===== src/rtl/key_sw_input_port_pkg.sv =====
// ---------------------------------------------------------------------------
// key_sw_input_port_pkg
//   Shared constants for the KEY/SW input peripheral: the CPU-visible register
//   addresses and the default debounce interval.
// ---------------------------------------------------------------------------
package key_sw_input_port_pkg;

    // 10 ms at 50 MHz.
    localparam int DEFAULT_DEBOUNCE_CYCLES = 500000;

    // Read register map seen by the CPU core.
    typedef enum logic [1:0] {
        ADDR_SW_LO   = 2'd0,  // debounced SW[7:0]
        ADDR_SW_HI   = 2'd1,  // debounced SW[9:8]
        ADDR_KEY_LVL = 2'd2,  // debounced key levels, pressed = 1
        ADDR_KEY_EVT = 2'd3   // sticky press flags, cleared by this read
    } rd_addr_e;

endpackage


===== src/rtl/key_sw_input_port_debounce_bit.sv =====
// ---------------------------------------------------------------------------
// debounce_bit
//   Brings one asynchronous board input into the clk domain through a
//   2-flop synchronizer, then accepts a level change only after the
//   synchronized value has disagreed with the current level for
//   DEBOUNCE_CYCLES consecutive cycles.
//
//   The level is kept in the polarity of the raw pin; RESET_LEVEL is the
//   idle value of the pin and is loaded into both synchronizer flops and the
//   debounced level on reset. DEBOUNCE_CYCLES must be at least 1.
//
// Ports
//   clk    in   system clock
//   rst    in   synchronous, active-high reset
//   raw    in   asynchronous board input
//   level  out  debounced level, same polarity as raw
// ---------------------------------------------------------------------------
module debounce_bit
    import key_sw_input_port_pkg::*;
#(
    parameter int   DEBOUNCE_CYCLES = DEFAULT_DEBOUNCE_CYCLES,
    parameter logic RESET_LEVEL     = 1'b0
) (
    input  logic clk,
    input  logic rst,
    input  logic raw,
    output logic level
);

    localparam int                CNT_W    = $clog2(DEBOUNCE_CYCLES + 1);
    localparam logic [CNT_W-1:0]  CNT_LAST = CNT_W'(DEBOUNCE_CYCLES - 1);

    logic             sync_q1;
    logic             sync_q2;
    logic [CNT_W-1:0] cnt;

    // NOTE: non-blocking assignments make sync_q2 take the value sync_q1 held
    // before this edge, so the chain really is two flops deep.
    always_ff @(posedge clk) begin
        if (rst) begin
            sync_q1 <= RESET_LEVEL;
            sync_q2 <= RESET_LEVEL;
        end else begin
            sync_q1 <= raw;
            sync_q2 <= sync_q1;
        end
    end

    // The level flips on the same edge that would have made the count reach
    // DEBOUNCE_CYCLES, so a steady change appears 2 + DEBOUNCE_CYCLES edges
    // after it is first sampled.
    always_ff @(posedge clk) begin
        if (rst) begin
            cnt   <= '0;
            level <= RESET_LEVEL;
        end else if (sync_q2 == level) begin
            cnt <= '0;
        end else if (cnt == CNT_LAST) begin
            cnt   <= '0;
            level <= sync_q2;
        end else begin
            cnt <= cnt + CNT_W'(1);
        end
    end

endmodule


===== src/rtl/key_sw_input_port.sv =====
// ---------------------------------------------------------------------------
// key_sw_input_port
//   Read-side board peripheral for the PIC10-compatible CPU. Debounces the
//   four push-buttons and ten slide switches, latches key-press events into
//   sticky flags, and exposes everything as four byte-wide read registers.
//   A debounced press of KEY[1] also produces a one-cycle step_pulse for
//   clock-enable single stepping.
//
// Ports
//   clk         in   system clock
//   rst         in   synchronous, active-high reset
//   KEY[3:0]    in   raw push-buttons, active-low, asynchronous
//   SW[9:0]     in   raw slide switches, active-high, asynchronous
//   rd_en       in   CPU read strobe
//   rd_addr     in   register select (see rd_addr_e)
//   rd_data     out  registered read data, holds while rd_en = 0
//   step_pulse  out  one-cycle pulse per debounced KEY[1] press
// ---------------------------------------------------------------------------
module key_sw_input_port
    import key_sw_input_port_pkg::*;
#(
    parameter int DEBOUNCE_CYCLES = DEFAULT_DEBOUNCE_CYCLES,
    parameter int NUM_KEYS        = 4,   // register map assumes 4
    parameter int NUM_SW          = 10   // register map assumes 10
) (
    input  logic                clk,
    input  logic                rst,
    input  logic [NUM_KEYS-1:0] KEY,
    input  logic [NUM_SW-1:0]   SW,
    input  logic                rd_en,
    input  logic [1:0]          rd_addr,
    output logic [7:0]          rd_data,
    output logic                step_pulse
);

    localparam int STEP_KEY = 1;

    rd_addr_e            rd_sel;
    logic [NUM_SW-1:0]   sw_lvl;       // debounced switches
    logic [NUM_KEYS-1:0] key_pin_lvl;  // debounced keys, pin polarity (pressed = 0)
    logic [NUM_KEYS-1:0] key_lvl;      // debounced keys, pressed = 1
    logic [NUM_KEYS-1:0] key_prev;
    logic [NUM_KEYS-1:0] key_press;
    logic [NUM_KEYS-1:0] flag_clr;
    logic [NUM_KEYS-1:0] press_flags;
    logic [7:0]          rd_next;

    // -----------------------------------------------------------------------
    // Per-bit synchronize + debounce
    // -----------------------------------------------------------------------
    for (genvar i = 0; i < NUM_SW; i++) begin : g_sw
        debounce_bit #(
            .DEBOUNCE_CYCLES (DEBOUNCE_CYCLES),
            .RESET_LEVEL     (1'b0)
        ) u_debounce (
            .clk   (clk),
            .rst   (rst),
            .raw   (SW[i]),
            .level (sw_lvl[i])
        );
    end

    // Keys are debounced in pin polarity (idle = 1) and inverted afterwards;
    // inverting a debounced level is identical to debouncing the inverted
    // input, and it lets the synchronizer reset to the released pin value.
    for (genvar i = 0; i < NUM_KEYS; i++) begin : g_key
        debounce_bit #(
            .DEBOUNCE_CYCLES (DEBOUNCE_CYCLES),
            .RESET_LEVEL     (1'b1)
        ) u_debounce (
            .clk   (clk),
            .rst   (rst),
            .raw   (KEY[i]),
            .level (key_pin_lvl[i])
        );
    end

    assign key_lvl = ~key_pin_lvl;

    // -----------------------------------------------------------------------
    // Press detection and sticky flags
    // -----------------------------------------------------------------------
    assign rd_sel    = rd_addr_e'(rd_addr);
    assign key_press = key_lvl & ~key_prev;
    assign flag_clr  = (rd_en && (rd_sel == ADDR_KEY_EVT)) ? '1 : '0;

    always_ff @(posedge clk) begin
        if (rst) begin
            key_prev    <= '0;
            press_flags <= '0;
            step_pulse  <= 1'b0;
        end else begin
            key_prev    <= key_lvl;
            // Set has priority: a press landing on a clearing read survives.
            press_flags <= (press_flags & ~flag_clr) | key_press;
            step_pulse  <= key_press[STEP_KEY];
        end
    end

    // -----------------------------------------------------------------------
    // Read mux and registered read port
    // -----------------------------------------------------------------------
    // NOTE: default assignment before the case keeps this purely
    // combinational for every rd_sel value.
    always_comb begin
        rd_next = 8'h00;
        case (rd_sel)
            ADDR_SW_LO:   rd_next = sw_lvl[7:0];
            ADDR_SW_HI:   rd_next = 8'(sw_lvl[NUM_SW-1:8]);
            ADDR_KEY_LVL: rd_next = 8'(key_lvl);
            ADDR_KEY_EVT: rd_next = 8'(press_flags);
            default:      rd_next = 8'h00;
        endcase
    end

    always_ff @(posedge clk) begin
        if (rst) begin
            rd_data <= 8'h00;
        end else if (rd_en) begin
            rd_data <= rd_next;
        end
    end

endmodule


===== config.mk =====
export PLATFORM = sky130hd
export DESIGN_NAME = key_sw_input_port
export DESIGN_NICKNAME = d
export VERILOG_FILES = /design/src/rtl/key_sw_input_port_pkg.sv /design/src/rtl/key_sw_input_port_debounce_bit.sv /design/src/rtl/key_sw_input_port.sv
export SDC_FILE = /design/constraint.sdc
export NUM_CORES = 1
export LEC_CHECK = 0
export ABC_CLOCK_PERIOD_IN_PS = 1800
export CORE_MARGIN = 5
export CORE_UTILIZATION = 49
export DETAILED_ROUTE_END_ITERATION = 10
export HOLD_SLACK_MARGIN = 0.03
export PLACE_DENSITY_LB_ADDON = 0.05
export SYNTH_ARGS = -nofsm -noshare
export SYNTH_HDL_FRONTEND = slang
export SYNTH_HIERARCHICAL = 1
export SYNTH_SLANG_ARGS = --single-unit

===== constraint.sdc =====
create_clock -name clk -period 1.8 [get_ports clk]
set_input_delay 0.36 -clock clk [delete_from_list [all_inputs] [get_ports clk]]
set_output_delay 0.36 -clock clk [all_outputs]
set_load 0.03 [all_outputs]

# After elaboration in Yosys (flattened, before gate mapping)
# Cells that the tools add are included.
# totals
output_inout_bits	9
inputBits	19
elab_cells	157
register_bits	325
# op_classes
addsub	14
n_bitwise	20
n_reduce_logical	30
muxes	2
n_eq_ne	31
# ops
op	count
19-bit by 1-bit adder with 19-bit output, second input constant	14
19-bit equality test, second input constant	14
3-bit OR reduction	14
8-bit one-hot mux with 4 select lines	1
2-bit AND reduction	14
1-bit equality test	14
1-bit inverter	14
4-bit inverter	3
4-bit bitwise AND	2
2-bit equality test, second input constant	2
4-bit 2-to-1 mux	1
4-bit OR	1
2-bit by 1-bit equality test with 1-bit output, second input constant	1
2-bit logical NOT	1
1-bit logical AND	1

# Depth between registers and ports, before layout
# Gate-level depths: netlist of run 1.
# depth
word_depth	6
depth_mapped	5
mapped_depth_nobuf	5

# Cells and area by module
# The synthesis of run 1 kept the hierarchy.
# by_module_without_submodules
mod	instances	area_each_um2	cells_each	seq_area_each_um2
debounce_bit (g_sw[0].u_debounce ...)	10	984.7	109	440.4
debounce_bit (g_key[0].u_debounce ...)	4	1051.0	110	440.4
key_sw_input_port	1	698.2	74	340.3

# Least setup slack after synthesis of run 1
# OpenSTA, ideal clock, no wires.
# synth_timing
path_type	register -> register
from	register g_sw[0].u_debounce.cnt[12]
to	register g_sw[0].u_debounce.level
synth_period_minus_slack_ps	1937
path_stages_with_launch	5
path_buffers	0
arrival_time_ps	1868
slack_ps	-137
cell_sequence	dfxtp_1 > or4_1 > or4_4 > or4b_1 > o21ai_1
# synth_between
elab_chain_len	2
# synth_rtl
element	line	text
from (decl)	key_sw_input_port_debounce_bit.sv:35	logic [CNT_W-1:0] cnt;
from (signal assigned)	key_sw_input_port_debounce_bit.sv:62	cnt <= cnt + CNT_W'(1);
19-bit equality test	key_sw_input_port_debounce_bit.sv:58	end else if (cnt == CNT_LAST) begin
2-bit AND reduction (no line)	-	
to (signal assigned)	key_sw_input_port_debounce_bit.sv:60	level <= sync_q2;
to (decl)	key_sw_input_port_debounce_bit.sv:27	output logic level
# No other way between the ends.
# A chain may end at the register's enable or synchronous reset.

# Final worst setup path of run 1
# layout_timing
from	register g_sw[5].u_debounce.cnt[12]
to	register g_sw[5].u_debounce.cnt[13]
# layout_between
elab_chain_len	2
elab_cells_between_ends	3
# layout_rtl
element	line
from (decl)	key_sw_input_port_debounce_bit.sv:35
from (signal assigned)	key_sw_input_port_debounce_bit.sv:62
parallel branches: the longest is 2 deep, another holds 19-bit by 1-bit adder with 19-bit output	-
# Parallel ways; which one is timed is not known.

==> results of run 1 <==
## report_power, final
part	switching [mW]	internal, mW
Combinational	0.172	0.185
Sequential	0.0221	7.24
Clock	2.92	4.39
Total	3.11	11.8
## area by class of cell
class,instances,area share
multi-input combinational,1222,0.441
clock inverter,8,0.00258
inverter,38,0.00753
sequential,325,0.346
tap,390,0.0258
timing repair buffer,235,0.117
clock buffer,57,0.0605
## registers in the layout (all words and copies together), names as in the netlist
name,count
g_sw.u_debounce/level,10
g_key.u_debounce/sync_q2,4
rd_data,8
step_pulse,1
g_sw.u_debounce/cnt,190
g_sw.u_debounce/sync_q1,10
press_flags,4
key_prev,4
g_key.u_debounce/cnt,76
g_sw.u_debounce/sync_q2,10
g_key.u_debounce/sync_q1,4
g_key.u_debounce/level,4
## final timing paths
check / to / slack [ns]
min: key_prev[1] / 0.23
max reg2reg: g_sw[5].u_debounce/cnt[13] / -0.20
max: g_sw[5].u_debounce/cnt[13] / -0.20
min reg2reg: g_key[2].u_debounce/sync_q2 / 0.40
## metal layers
| layer | share of wire | wire (µm) | global-route usage |
|---|---|---|---|
| met3 | 0.036 | 1130 | 0.0277 |
| met4 | 0.016 | 524 | 0.0456 |
| met1 | 0.49 | 15500 | 0.253 |
| met5 | 0 | 0 | 0 |
| met2 | 0.46 | 14600 | 0.296 |
## cell usage in the layout, fill, tap and decap left out, types with 47 or more instances in the layout
cell         n
dfxtp_1    292
nor2_1     190
buf_4      174
xnor2_1    142
nand3_1    120
nor2_2      70
nand2_1     64
nand4_1     64
xor2_1      62
clkbuf_16   48
nor3_1      47
## worst max-delay path, cell delays in order (launching register included)
cell and delay (ns):
dfxtp_2 0.31, or4_1 0.51, or4_4 0.52, o21ai_4 0.28, clkbuf_16 0.21, a21oi_1 0.04
## logic make-up (layout without fill, tap and decap cells)
group / after synthesis / in the layout
flops: 325 / 325
mux: 14 / 14
buf+inv: 57 / 338
fa+ha+maj: 14 / 14
simple gates: 865 / 865
compound gates: 125 / 125
xor+xnor: 204 / 204
## stage by stage
step | std cells | cell area [µm²]
3_3_place_gp | 2183 | 16900
3_5_place_dp | 2183 | 16900
2_1_floorplan | 1604 | 14800
6_report | 2275 | 18900
5_1_grt | 2275 | 18900
4_1_cts | 2258 | 18400
## repair_timing
| item | in CTS | in global routing |
|---|---|---|
| cloned | 5 | 11 |
| hold buffers | 0 | 0 |
| buffers inserted | 5 | 9 |
| setup endpoints to repair | 199 | 198 |
| pin swaps | 7 | 34 |
| resized for setup | 38 | 121 |
==> impl_metrics.ini, run 1 <==
[synthesis]
yosys.area.top_type = dfxtp_1
yosysUniqueCellTypes = 49
synth_xor_area_frac = 0.121
synth.avg_cell_area_um2 = 9.20
synth.most_common_cell = dfxtp_1
async_reset_ff_frac = 0
synth_compound_area_frac = 0.0605
synth_seq_cells = 325
synth.top_cell.area_share = 0.441
synthesis.area_um2 = 14700
synth_edf_count = 0
synth_cells = 1604
synth-simple-area-share = 0.338
synth_top_family_by_area = simple AND/OR/NAND/NOR gates
synth_area_leaders = dfxtp_1 44%, xnor2_1 8.4%, nor2_1 6.8%
synth.mux.area_fraction = 0.00950
yosysWarningCount = 6
synthAdderAreaFrac = 0.0119
ys.flop_type = dfxtp_1
ys_seq_area_frac = 0.441
synth_commonest_cells = 325 x dfxtp_1, 267 x nor2_1, 142 x xnor2_1
syn_nets = 1637

[sta]
rsz0062_at_grt = true
relSlewSlack = 0.682
skew_ns = 0.0131
tightestPinTransition_ns = 0.473
period_minus_slack_ns = 2.00
fin_crit_sh = 1.11
fmax_mhz = 501
hold_viol_final = 0
drv_slew = 0
holdWs_ns = 0.231
fin_ws_ns = -0.195
setup_viol = 190
setup-tns-final_ns = -20.44

[final_layout]
post-route-util = 0.637
n_antenna_cell = 0
nets = 1893
multi_input_area_um2 = 8360
drive_gt1_frac = 0.263
areaGrowthSynthToFinish_pct = 28.4
fillers = 2522
final-seq-area_um2 = 6550

[clocking]
cts_tree = done
root_buffer = clkbuf_16
htree_levels = 2
clk_latency_ns = 0.52
clk_pin_slew_ns = 0.06
cts_buffer_depth = 3
clock_sinks = 325
cts_made_buffers = 38

[floorplanning]
row_count = 63
dieArea_um2 = 33700
core_area_um2 = 29700
start_util = 0.496
die_w_um = 183
io_pins = 28
fp.dieH_um = 183

[routing]
viasPerCell = 5.36
ant_nets = 0
routedWlPerCell_um = 14.0
vias = 12205
drt_wl_total_mm = 31.8
dr.pass1.iters = 5
drtIter0Drc = 537
drc = 0

[global_route]
grt_util_all_layers = 0.181
antenna_found_initial = 0
first_global_vias = 11522
overflow = 0
grt_pass1_wl_mm = 53.3
grt_max_degree = 24

[worst_setup_path]
critPathKind = reg -> reg
r2r_start = g_sw[5].u_debounce/cnt[12]
arrival_ns = 2.39
crit_required_ns = 2.19
startpoint_type = register
critPathMaxFanout = 5
rr_worst_depth = 5
critPathLaunch = g_sw[5].u_debounce/cnt[12]
cp-end-kind = register

[power]
p_per_area_nw_per_um2 = 788
total_power_mw = 14.9
ir_worst_vdd_v = 0.000763
p_leak_nw = 6.32

[hold_path]
min_path_type = in -> reg
min_delay_path_depth = 2
hp-start = rst

[placed_design]
place_hpwl_mm = 21.4
io_buffers = 27
place.gp.congestion = 0.841
dp_slack_ns = -0.181

[status]
violations = setup timing
status = finished with violations

[run]
drv_cap = 0
No activity file was read; power rests on OpenSTA's default activity.
==> run 2, diff against run 1 <==
Settings changed: CAP_MARGIN set to 25, PLACE_DENSITY_LB_ADDON 0.05 to 0.1.
==> impl_metrics.ini, run 2 (synthesis results as in run 1) <==
[sta]
drv_slew = 0
setup_viol = 190
fmax_mhz = 499
skew_ns = 0.00868
fin_crit_sh = 1.11
tightestPinTransition_ns = 0.456
relSlewSlack = 0.695
hold_viol_final = 0
period_minus_slack_ns = 2.00
fin_ws_ns = -0.203
rsz0062_at_grt = true
setup-tns-final_ns = -16.34

[routing]
ant_nets = 0
drtIter0Drc = 496
drc = 0
routedWlPerCell_um = 13.9
viasPerCell = 5.34
vias = 12010
drt_wl_total_mm = 31.2
dr.pass1.iters = 5

[worst_setup_path]
max_stage_delay_ns = 0.52
crit_buf_inv = 1
critPathKind = reg -> reg
worstPathCellList = or4_4 -> or4_4 -> o21ai_4 -> clkbuf_16 -> nor2_1
cp_slowest_cell = or4_4
arrival_ns = 2.41
startpoint_type = register
path_delay_family = simple AND/OR/NAND/NOR gates
crit_required_ns = 2.21
path_common_cell = or4_4
critPathMaxFanout = 5
cp-end-kind = register

[power]
total_power_mw = 14.6
p_leak_nw = 6.17
ir_worst_vdd_v = 0.000662
p_per_area_nw_per_um2 = 789

[global_route]
grt_util_all_layers = 0.182
grt_max_degree = 33
first_global_vias = 11629
grt_pass1_wl_mm = 53.5
antenna_found_initial = 0
overflow = 0

[floorplanning]
dieArea_um2 = 33700
row_count = 63
fp.dieH_um = 183
core_area_um2 = 29700
io_pins = 28
start_util = 0.496
die_w_um = 183

[final_layout]
nets = 1875
post-route-util = 0.622
final_common_cell = dfxtp_1
drive_gt1_frac = 0.232
final_cell_mix = 296 x dfxtp_1, 230 x nor2_1, 164 x buf_4
reg_top3 = g_sw.u_debounce/cnt x190, g_key.u_debounce/cnt x76
fin_cells = 2251
largest_reg_flops = 190
n_antenna_cell = 0
regMostFlops = g_sw.u_debounce/cnt
areaGrowthSynthToFinish_pct = 25.4

[status]
violations = setup timing
status = finished with violations

[clocking]
cts_tree = done
clk_pin_slew_ns = 0.05
cts_buffer_depth = 3
clock_sinks = 325
cts_made_buffers = 38
htree_levels = 2
clk_latency_ns = 0.52
root_buffer = clkbuf_16

[placed_design]
place_hpwl_mm = 21.4
place.gp.congestion = 0.852
place_inst = 2177
io_buffers = 27
dp_slack_ns = -0.180

[hold_path]
min_path_type = in -> reg

[run]
drv_cap = 0
-- run 2: changes by cell type in the layout (fill, tap and decap cells not counted), moves of 3 or more --
cell / before / now
clkbuf_16: 48 / 43
nor2_1: 190 / 230
a21oi_1: 28 / 31
buf_6: 11 / 7
buf_4: 174 / 164
nor2_4: 15 / 5
dfxtp_2: 33 / 29
dfxtp_1: 292 / 296
clkbuf_1: 10 / 7
nor2_2: 70 / 40
a21oi_2: 16 / 13
-- run 2: per-stage QoR --
stage	area, µm²	hold slack [ns]
floorplan	14800	0.385
global placement	16900	0.397
detailed placement	16900	0.394
CTS	18100	0.186
global route	18500	0.204
finish	18500	0.213
-- run 2: worst register-to-register path, delay by kind of cell, from the launching register on --
kind            cells  cell delay (ns)
buf+inv             1             0.21
compound gates      1             0.29
simple gates        3             1.08
flops               1             0.32
-- run 2: worst paths after layout --
kind | from | endpoint | slack (ns) | depth (start not counted)
max | g_sw[3].u_debounce/cnt[12] | g_sw[3].u_debounce/cnt[9] | -0.20 | 5
min | rst | key_prev[1] | 0.21 | 2
max reg2reg | g_sw[3].u_debounce/cnt[12] | g_sw[3].u_debounce/cnt[9] | -0.20 | 5
min reg2reg | g_key[2].u_debounce/sync_q1 | g_key[2].u_debounce/sync_q2 | 0.41 | 1
-- run 2: routing by layer --
metal | routed length (µm) | vias to the layer above | GRT usage
met3 | 1210 | 41 | 0.0311
li1 | - | 6188 | -
met5 | 0 | - | 0
met1 | 15100 | 5590 | 0.253
met2 | 14300 | 191 | 0.295
met4 | 595 | 0 | 0.0507
-- run 2: what timing repair did --
action,in CTS,in global routing
pin swaps,3,14
setup buffers,2,5
hold buffers,0,0
setup endpoints to repair,199,199
gates cloned,2,7
gates resized for setup,29,67
-- run 2: final cells by class --
| class | instances | area, µm² |
|---|---|---|
| Fill cell | 2547 | 11200 |
| Timing Repair Buffer | 217 | 1980 |
| Clock inverter | 6 | 33.8 |
| Tap cell | 390 | 488 |
| Clock buffer | 53 | 1100 |
| Sequential cell | 325 | 6540 |
| Inverter | 38 | 143 |
| Multi-Input combinational cell | 1222 | 8210 |
-- run 2: report_power, final --
part	internal, mW	switching (mW)
logic	0.160	0.158
clock network	4.21	2.80
registers	7.24	0.0219
==> run 3, diff against run 2 <==
Settings changed: CORE_MARGIN 5 to 4.
==> impl_metrics.ini, run 3 (synthesis results as in run 1) <==
[sta]
fin_crit_sh = 1.12
holdWs_ns = 0.208
setup-tns-final_ns = -18.21
hold_viol_final = 0
relSlewSlack = 0.711
drv_slew = 0
skew_ns = 0.0275
fin_ws_ns = -0.214
setup_viol = 190
period_minus_slack_ns = 2.01
tightestPinTransition_ns = 0.431
rsz0062_at_grt = true
fmax_mhz = 496

[routing]
viasPerCell = 5.37
routedWlPerCell_um = 14.0
drt_wl_total_mm = 31.5
drc = 0
dr.pass1.iters = 5
ant_nets = 0
vias = 12130
drtIter0Drc = 599

[floorplanning]
dieArea_um2 = 32900
io_pins = 28
core_area_um2 = 29600
start_util = 0.498
row_count = 63
fp.dieH_um = 181
die_w_um = 181

[placed_design]
place_hpwl_mm = 21.3
place.gp.congestion = 0.863
io_buffers = 27
dpl-instance-area_um2 = 16900

[worst_setup_path]
critPathKind = reg -> reg
critPathMaxFanout = 3
crit_buf_inv = 0
path_delay_family = simple AND/OR/NAND/NOR gates
path_common_cell = or4_4
cp-end-kind = register
startpoint_type = register
worstPathCellList = or4_4 -> or4_4 -> or4b_1 -> o21ai_1
cp_slowest_cell = or4_4
max_stage_delay_ns = 0.53
arrival_ns = 2.45
crit_required_ns = 2.23

[final_layout]
areaGrowthSynthToFinish_pct = 26.4
fillers = 2572
regMostFlops = g_sw.u_debounce/cnt
final_cell_mix = 295 x dfxtp_1, 233 x nor2_1, 158 x buf_4
reg_top3 = g_sw.u_debounce/cnt x190, g_key.u_debounce/cnt x76
final-seq-area_um2 = 6540
n_antenna_cell = 0
final_common_cell = dfxtp_1
multi_input_area_um2 = 8210
nets = 1873
drive_gt1_frac = 0.230
largest_reg_flops = 190
stdcell_area_um2 = 18600

[clocking]
cts_hold_buf = 0
clk_latency_ns = 0.52
cts_tree = done
cts_made_buffers = 38
cts_buffer_depth = 3
root_buffer = clkbuf_16
clk_pin_slew_ns = 0.06
htree_levels = 2
clock_sinks = 325

[hold_path]
min_path_type = in -> reg

[global_route]
antenna_found_initial = 0
overflow = 0
grt_max_degree = 27
first_global_vias = 11711
grt_pass1_wl_mm = 53.7
grt_util_all_layers = 0.185

[power]
p_leak_nw = 6.22
ir_worst_vdd_v = 0.000608
p_per_area_nw_per_um2 = 821

[status]
violations = setup timing
status = finished with violations

[run]
drv_cap = 0
run 3: report_power, final:
| group | total [mW] | leakage, nW | internal [mW] | switching, mW |
|---|---|---|---|---|
| logic | 0.321 | 2.95 | 0.162 | 0.159 |
| registers | 7.26 | 2.64 | 7.24 | 0.0231 |
| clock network | 7.73 | 0.627 | 4.80 | 2.93 |
run 3: stage by stage:
| stage | util | power (mW) | std cells | worst slack [ns] |
|---|---|---|---|---|
| global route | 0.629 | 15.9 | 2257 | -0.269 |
| CTS | 0.619 | 15.6 | 2248 | -0.193 |
| detailed placement | 0.569 | 7.71 | 2171 | -0.194 |
| global placement | 0.569 | 7.70 | 2171 | -0.166 |
| floorplan | - | 7.56 | 1604 | -0.133 |
| finish | 0.629 | 15.3 | 2257 | -0.214 |
run 3: layout make-up:
type	instances	share of cell area
sequential	325	0.351
timing repair buffer	215	0.106
tap	390	0.0262
multi-input combinational	1222	0.440
clock buffer	57	0.0631
inverter	38	0.00765
clock inverter	10	0.00617
run 3: final timing paths:
check	start	end	slack, ns	depth (start not counted)
hold reg to reg	key_prev[1]	step_pulse	0.41	1
hold / removal	rst	key_prev[0]	0.21	2
setup / recovery	g_sw[7].u_debounce/cnt[12]	g_sw[7].u_debounce/level	-0.21	4
setup reg to reg	g_sw[7].u_debounce/cnt[12]	g_sw[7].u_debounce/level	-0.21	4
run 3: per-layer routing:
metal / global-route usage / vias up / wire length [µm]
met5: 0 / - / 0
met4: 0.0492 / 0 / 566
met3: 0.0294 / 42 / 959
met2: 0.313 / 153 / 14900
met1: 0.248 / 5731 / 15100
li1: - / 6204 / -
run 3: repair_timing:
action                     4_1_cts  5_1_grt
gates cloned                     4        7
pin swaps                        4       22
setup buffers                    6        9
setup endpoints to repair      199      198
resized for setup               25       77
